`src/rtl/srff_bank_driver.sv`:
```
`timescale 1ns/1ps
// Write-side controller for a bank of SR flops: drives s/r from the excitation table, reads back, retries.
// Latency: done in cycle 3 after req is accepted; each retry adds 2 cycles; err at cycle 3+2*MAX_RETRY.
// Backpressure: req is sampled only when idle; requests arriving while busy or finishing are dropped.
module srff_bank_driver #(
    parameter int WIDTH     = 8,
    parameter int MAX_RETRY = 3
) (
    input  logic             clk,
    input  logic             rst,
    input  logic             req,
    input  logic [WIDTH-1:0] target,
    input  logic [WIDTH-1:0] q_fb,
    output logic [WIDTH-1:0] s_out,
    output logic [WIDTH-1:0] r_out,
    output logic             busy,
    output logic             done,
    output logic             err
);

    localparam int CW = (MAX_RETRY < 1) ? 1 : $clog2(MAX_RETRY + 1);
    localparam logic [CW-1:0] RETRY_MAX = CW'(MAX_RETRY);

    typedef enum logic [2:0] {
        IDLE  = 3'd0,
        DRIVE = 3'd1,
        CHECK = 3'd2,
        DONE  = 3'd3,
        ERR   = 3'd4
    } state_t;

    state_t           state, state_nxt;
    logic [WIDTH-1:0] tgt_r, tgt_nxt;
    logic [WIDTH-1:0] s_nxt, r_nxt;
    logic [CW-1:0]    retry_cnt, retry_nxt;

    // s/r are loaded only on the edge entering DRIVE, so they are zero in every other state
    // and can never be set together: each is gated by opposite polarity of the target bit.
    always_comb begin
        state_nxt = state;
        tgt_nxt   = tgt_r;
        retry_nxt = retry_cnt;
        s_nxt     = '0;
        r_nxt     = '0;
        case (state)
            IDLE: begin
                if (req) begin
                    tgt_nxt   = target;
                    retry_nxt = '0;
                    s_nxt     = target & ~q_fb;
                    r_nxt     = ~target & q_fb;
                    state_nxt = DRIVE;
                end
            end
            DRIVE: state_nxt = CHECK;
            CHECK: begin
                if (q_fb == tgt_r) begin
                    state_nxt = DONE;
                end else if (retry_cnt < RETRY_MAX) begin
                    retry_nxt = retry_cnt + CW'(1);
                    s_nxt     = tgt_r & ~q_fb;
                    r_nxt     = ~tgt_r & q_fb;
                    state_nxt = DRIVE;
                end else begin
                    state_nxt = ERR;
                end
            end
            DONE:    state_nxt = IDLE;
            ERR:     state_nxt = IDLE;
            default: state_nxt = IDLE;
        endcase
    end

    always_ff @(posedge clk or negedge rst) begin
        if (!rst) begin
            state     <= IDLE;
            tgt_r     <= '0;
            retry_cnt <= '0;
            s_out     <= '0;
            r_out     <= '0;
        end else begin
            state     <= state_nxt;
            tgt_r     <= tgt_nxt;
            retry_cnt <= retry_nxt;
            s_out     <= s_nxt;
            r_out     <= r_nxt;
        end
    end

    assign busy = (state == DRIVE) || (state == CHECK);
    assign done = (state == DONE);
    assign err  = (state == ERR);

endmodule

```
`config.mk`:
```
export PLATFORM = sky130hd
export DESIGN_NAME = srff_bank_driver
export DESIGN_NICKNAME = d
export VERILOG_FILES = /design/src/rtl/srff_bank_driver.sv
export SDC_FILE = /design/constraint.sdc
export NUM_CORES = 1
export LEC_CHECK = 0
export CORE_UTILIZATION = 45
export CTS_CLUSTER_DIAMETER = 60
export CTS_CLUSTER_SIZE = 20
export DETAILED_ROUTE_END_ITERATION = 12
export HOLD_SLACK_MARGIN = 0.15
export PLACE_DENSITY = 0.74
export RECOVER_POWER = 100
export SYNTH_ARGS = -nofsm -noshare
export SYNTH_HDL_FRONTEND = slang
export SYNTH_SLANG_ARGS = --single-unit
```
`constraint.sdc`:
```
create_clock -name clk -period 2.1 [get_ports clk]
set_input_delay 0.315 -clock clk [delete_from_list [all_inputs] [get_ports clk]]
set_output_delay 0.315 -clock clk [all_outputs]
set_load 0.05 [all_outputs]
```
## Word-level counts from Yosys, hierarchy flattened

Index checks and enable logic that the tools add are counted.

- Flip-flop bits (word level): 29
- Bits in latches: 0
- RAM bits: 0
- ROM bits: 0
- Input port bits: 19
- Output and inout bits: 19
- Logic and storage cells: 43
- Memories: 0

- $add $sub $neg: 1
- $mul: 0
- Divide/modulo/power cells: 0
- Order comparisons: 1
- Equal/unequal tests: 8
- Shift-type cells: 0
- Multiplexer cells: 16
- Bitwise operators: 7
- Reduce and logical (&&, ||, !) cells: 5

Operators by type and width:

| cell | number |
|---|---|
| $mux 8 | 6 |
| $and 8x8->8 | 4 |
| $pmux 8 s2 | 2 |
| $not 8->8 | 3 |
| $mux 3 | 3 |
| $pmux 3 s3 | 1 |
| $eq 8x8->1 | 1 |
| $eq 3x2->1 const B | 2 |
| $mux 2 | 3 |
| $ne 2x2->1 const B | 3 |
| $pmux 2 s2 | 1 |
| $reduce_and 4->1 | 1 |
| $eq 3x1->1 const B | 1 |
| $eq 3x3->1 const B | 1 |
| $logic_not 3->1 | 1 |
| $add 2x1->2 const B | 1 |
| $lt 2x2->1 const B | 1 |
| $reduce_and 2->1 | 1 |
| $reduce_bool 2->1 | 1 |
| $logic_or 1x1->1 | 1 |

## Depth between registers and ports, before layout

- Depth after elaboration: 5
- Depth in mapped cells: 7
- Gate-level depth less buffers: 5

## Worst setup path before layout

Ideal clock, no wire load.

- Path type: register to output
- Start point: reg state[1]
- End point: out err
- Arrival time: 1,649 ps
- Data required time: 1,785 ps
- Slack: 136 ps
- Cell stages (with the launch flop): 3
- Buffers on the path: 1
- Cell sequence: dfrtp_1 buf_4 nor3b_1

- Longest elaborated chain between the ends: 1

RTL lines:

| what | RTL line | RTL |
|---|---|---|
| start: declaration | 32 | `state_t state, state_nxt;` |
| start signal: assignment | 82 | `state <= state_nxt;` |
| $eq 3x3->1 | 92 | `assign err = (state == ERR);` |
| end: declaration | 18 | `output logic err` |

Every way passes these cells.

## Final worst setup path

- Start point: in q_fb[3]
- End point: reg r_out[7]

- Longest elaborated chain between the ends: 3

RTL lines:

| what | RTL line | RTL |
|---|---|---|
| start: declaration | 13 | `input logic [WIDTH-1:0] q_fb,` |
| $eq 8x8->1 | 57 | `if (q_fb == tgt_r) begin` |
| $mux 8 | 57 |  |
| $pmux 8 s2 | 45 | `case (state)` |
| named net r_nxt[7] | 34 | `logic [WIDTH-1:0] s_nxt, r_nxt;` |
| end signal: assignment | 86 | `r_out <= r_nxt;` |
| end: declaration | 15 | `output logic [WIDTH-1:0] r_out,` |

The timed path passes the listed nets, and every way through them passes these cells.
A chain may end at the register's enable or synchronous reset.

==> flow_summary_export.csv <==
group,metric,value,unit
placed_design,port_buffers,37,
sta,setup-tns-final,0,ns
cts,cts_buffers,5,
setup_path,cp_max_fo,8,
sta,worstMarginPinSlew,0.708,ns
cts,cts_max_path_buffers,2,
die,dieWidth,59.9,µm
cts,cts_root_buffer,"clkbuf_4",
logic_synthesis,synth_top_area_cell,"dfrtp_1",
logic_synthesis,seq_area_frac_synth,48.1,%
detailed_routing,routedWlPerCell,13.4,µm
status,status,"complete, no violations",
detailed_routing,wirelength,3080,µm
grt,track_usage,20.7,%
sta,rsz0062_at_grt,"false",
grt,grt_overflow,0,
die,num_io_pins,38,
power_and_ir_drop,total_power,0.00233,W
logic_synthesis,ys.flop_type,"dfrtp_1",
detailed_routing,ant_nets,0,
logic_synthesis,synth_top_area_share,48.1,%
logic_synthesis,synth_nets,171,
power_and_ir_drop,peakVddDrop,0.000558,V
logic_synthesis,yosysMostFrequentCell,"dfrtp_1",
setup_path,cp-start-kind,"input port",
detailed_routing,num_vias,1172,
cts,cts_tree,"yes",
sta,max_clock_freq,526,MHz
cts,insertion_delay,0.32,ns
finish,antenna_cells,0,
die,row_count,20,
finish,nNetsFinal,222,
sta,hold_violations,0,
die,die_y,59.9,µm
die,core,3130,µm²
sta,finClkSkew,0.0116,ns
detailed_routing,vias_per_cell,5.10,
grt,grt_pass1_vias,1268,
detailed_routing,drt_iter0_markers,43,
setup_path,required,2.30,ns
die,die-area,3590,µm²
setup_path,arrival,2.11,ns
logic_synthesis,syn_inst,135,
cts,htree_levels,2,
cts,clkTransAtPathRegs,0.09,ns
grt,antenna_found_initial,0,
grt,grt_first_pass_wirelength,5310,µm
power_and_ir_drop,power.density,1170,nW/µm²
logic_synthesis,yosys_warnings,0,
sta,setup_viol,0,
placed_design,place_hpwl,2310,µm
logic_synthesis,ys_async_sr_fraction,100,%
cts,cts-resized-gates,0,
logic_synthesis,ys_types,29,
cts,cts_hold_buf,0,
finish,drive_above_1_share,14.5,%
sta,drv_slew,0,
placed_design,place.gp.congestion,0.854,
setup_path,cp-end-kind,"register",
logic_synthesis,synth_area,1510,µm²
detailed_routing,drt_first_pass_iters,4,
power_and_ir_drop,p_leak,1.02,nW
setup_path,worstSetupPathType,"input port to register",
hold_path,hold_class,"input port to asynchronous set/reset pin",
detailed_routing,drc,0,
flow_run,drv_cap,0,
logic_synthesis,synth_top_cells_by_area,"dfrtp_1 (48%), ha_1 (14%), a32o_1 (11%)",
cts,cts_sinks,29,
logic_synthesis,synth_seq_cells,29,
sta,fin_crit_sh,90.6,%
sta,slew_headroom,52.8,%
die,floorplan.initialDensity,48.3,%
finish,nFillCells,270,
logic_synthesis,avgSynthCellArea,11.2,µm²
logic_synthesis,synth-edff-count,0,
logic_synthesis,synth_common_cells,"dfrtp_1 (29), inv_1 (26), ha_1 (17)",
sta,period_needed,1.90,ns
cts,cts_setup_buffers,0,
grt,grt_start_max_net_pins,33,
finish,areaGrowthSynthToFinish,31.9,%
-- flip-flops by register name, indices dropped and copies added, names as in the netlist --
register	count
s_out	8
r_out	8
retry_cnt	2
tgt_r	8
state	3
-- area by class of cell --
type	count	area, µm²	area share (%)
sequential	29	726	36.4
multi-input combinational	74	618	31.0
timing repair buffer	50	440	22.1
inverter	26	97.6	4.90
clock buffer	7	55.1	2.76
tap	44	55.1	2.76
-- placed cells by master, fill, tap and decap left out, types with 2 or more instances in the layout --
master	instances
inv_1	26
clkdlybuf4s50_1	16
clkbuf_2	5
nand2b_1	2
clkbuf_1	3
a32o_1	16
ha_1	17
clkbuf_4	5
buf_4	9
dfrtp_1	29
nand4_2	2
dlygate4sd3_1	18
nor3_1	2
nand2_1	10
nor2_1	2
a21oi_1	2
o21ai_0	8
-- metrics by stage --
stage	instance area (µm²)	util [%]	worst slack, ns	instances	hold WS [ns]
after floorplan	1510	-	0.136	135	0.0194
after global placement	1980	63.2	0.0240	223	0.536
after detailed placement	1980	63.2	-0.0348	223	0.543
after CTS	2030	65.0	0.294	230	0.379
after global routing	1990	63.7	0.132	230	0.583
final	1990	63.7	0.198	230	0.557
-- power breakdown --
group	internal [W]	switching, W	total, W
clock network	0.000158	0.000185	0.000343
logic	0.000408	0.000737	0.00114
registers	0.000736	0.000104	0.000840
total	0.00130	0.00103	0.00233
-- critical path, cell delays in order --
cell and delay (ns):
dlygate4sd3_1 0.57, inv_1 0.07, ha_1 0.30, nand4_2 0.12
o2111a_1 0.29, clkbuf_2 0.19, a32o_1 0.24
-- per-layer routing --
layer / vias up / share of wire (%) / global-route usage [%]
met1: 557 / 41 / 21.6
met3: 11 / 4.6 / 5.19
met2: 34 / 52 / 36.7
li1: 570 / - / -
met4: 0 / 2.8 / 13.3
met5: - / 0 / 0
-- path summary, 6_finish.rpt --
kind                                     startpoint                        to  slack, ns  cells after the start
max in group asynchronous                       rst        r_out[1]$_DFF_PN0_       1.07                      2
max reg2reg                    tgt_r[2]$_DFFE_PN0P_        r_out[7]$_DFF_PN0_       0.39                      5
min in group clk           retry_cnt[0]$_DFFE_PN0P_  retry_cnt[0]$_DFFE_PN0P_       0.56                      1
min                                             rst      tgt_r[2]$_DFFE_PN0P_       0.56                      2
min reg2reg                retry_cnt[0]$_DFFE_PN0P_  retry_cnt[0]$_DFFE_PN0P_       0.56                      1
max                                         q_fb[3]        r_out[7]$_DFF_PN0_       0.20                      7
-- logic make-up (layout without fill, tap and decap cells) --
kind of cell               count (synthesis)  count (layout)  share of synthesized area (%)
DFF                                       29              29                           48.1
and+or+nand+nor                           26              26                           11.3
buffers and inverters                     32              83                           9.69
AOI/OAI and AO/OA                         31              31                           16.9
adders and majority gates                 17              17                           14.1
Power figures use the tool's default switching activity.
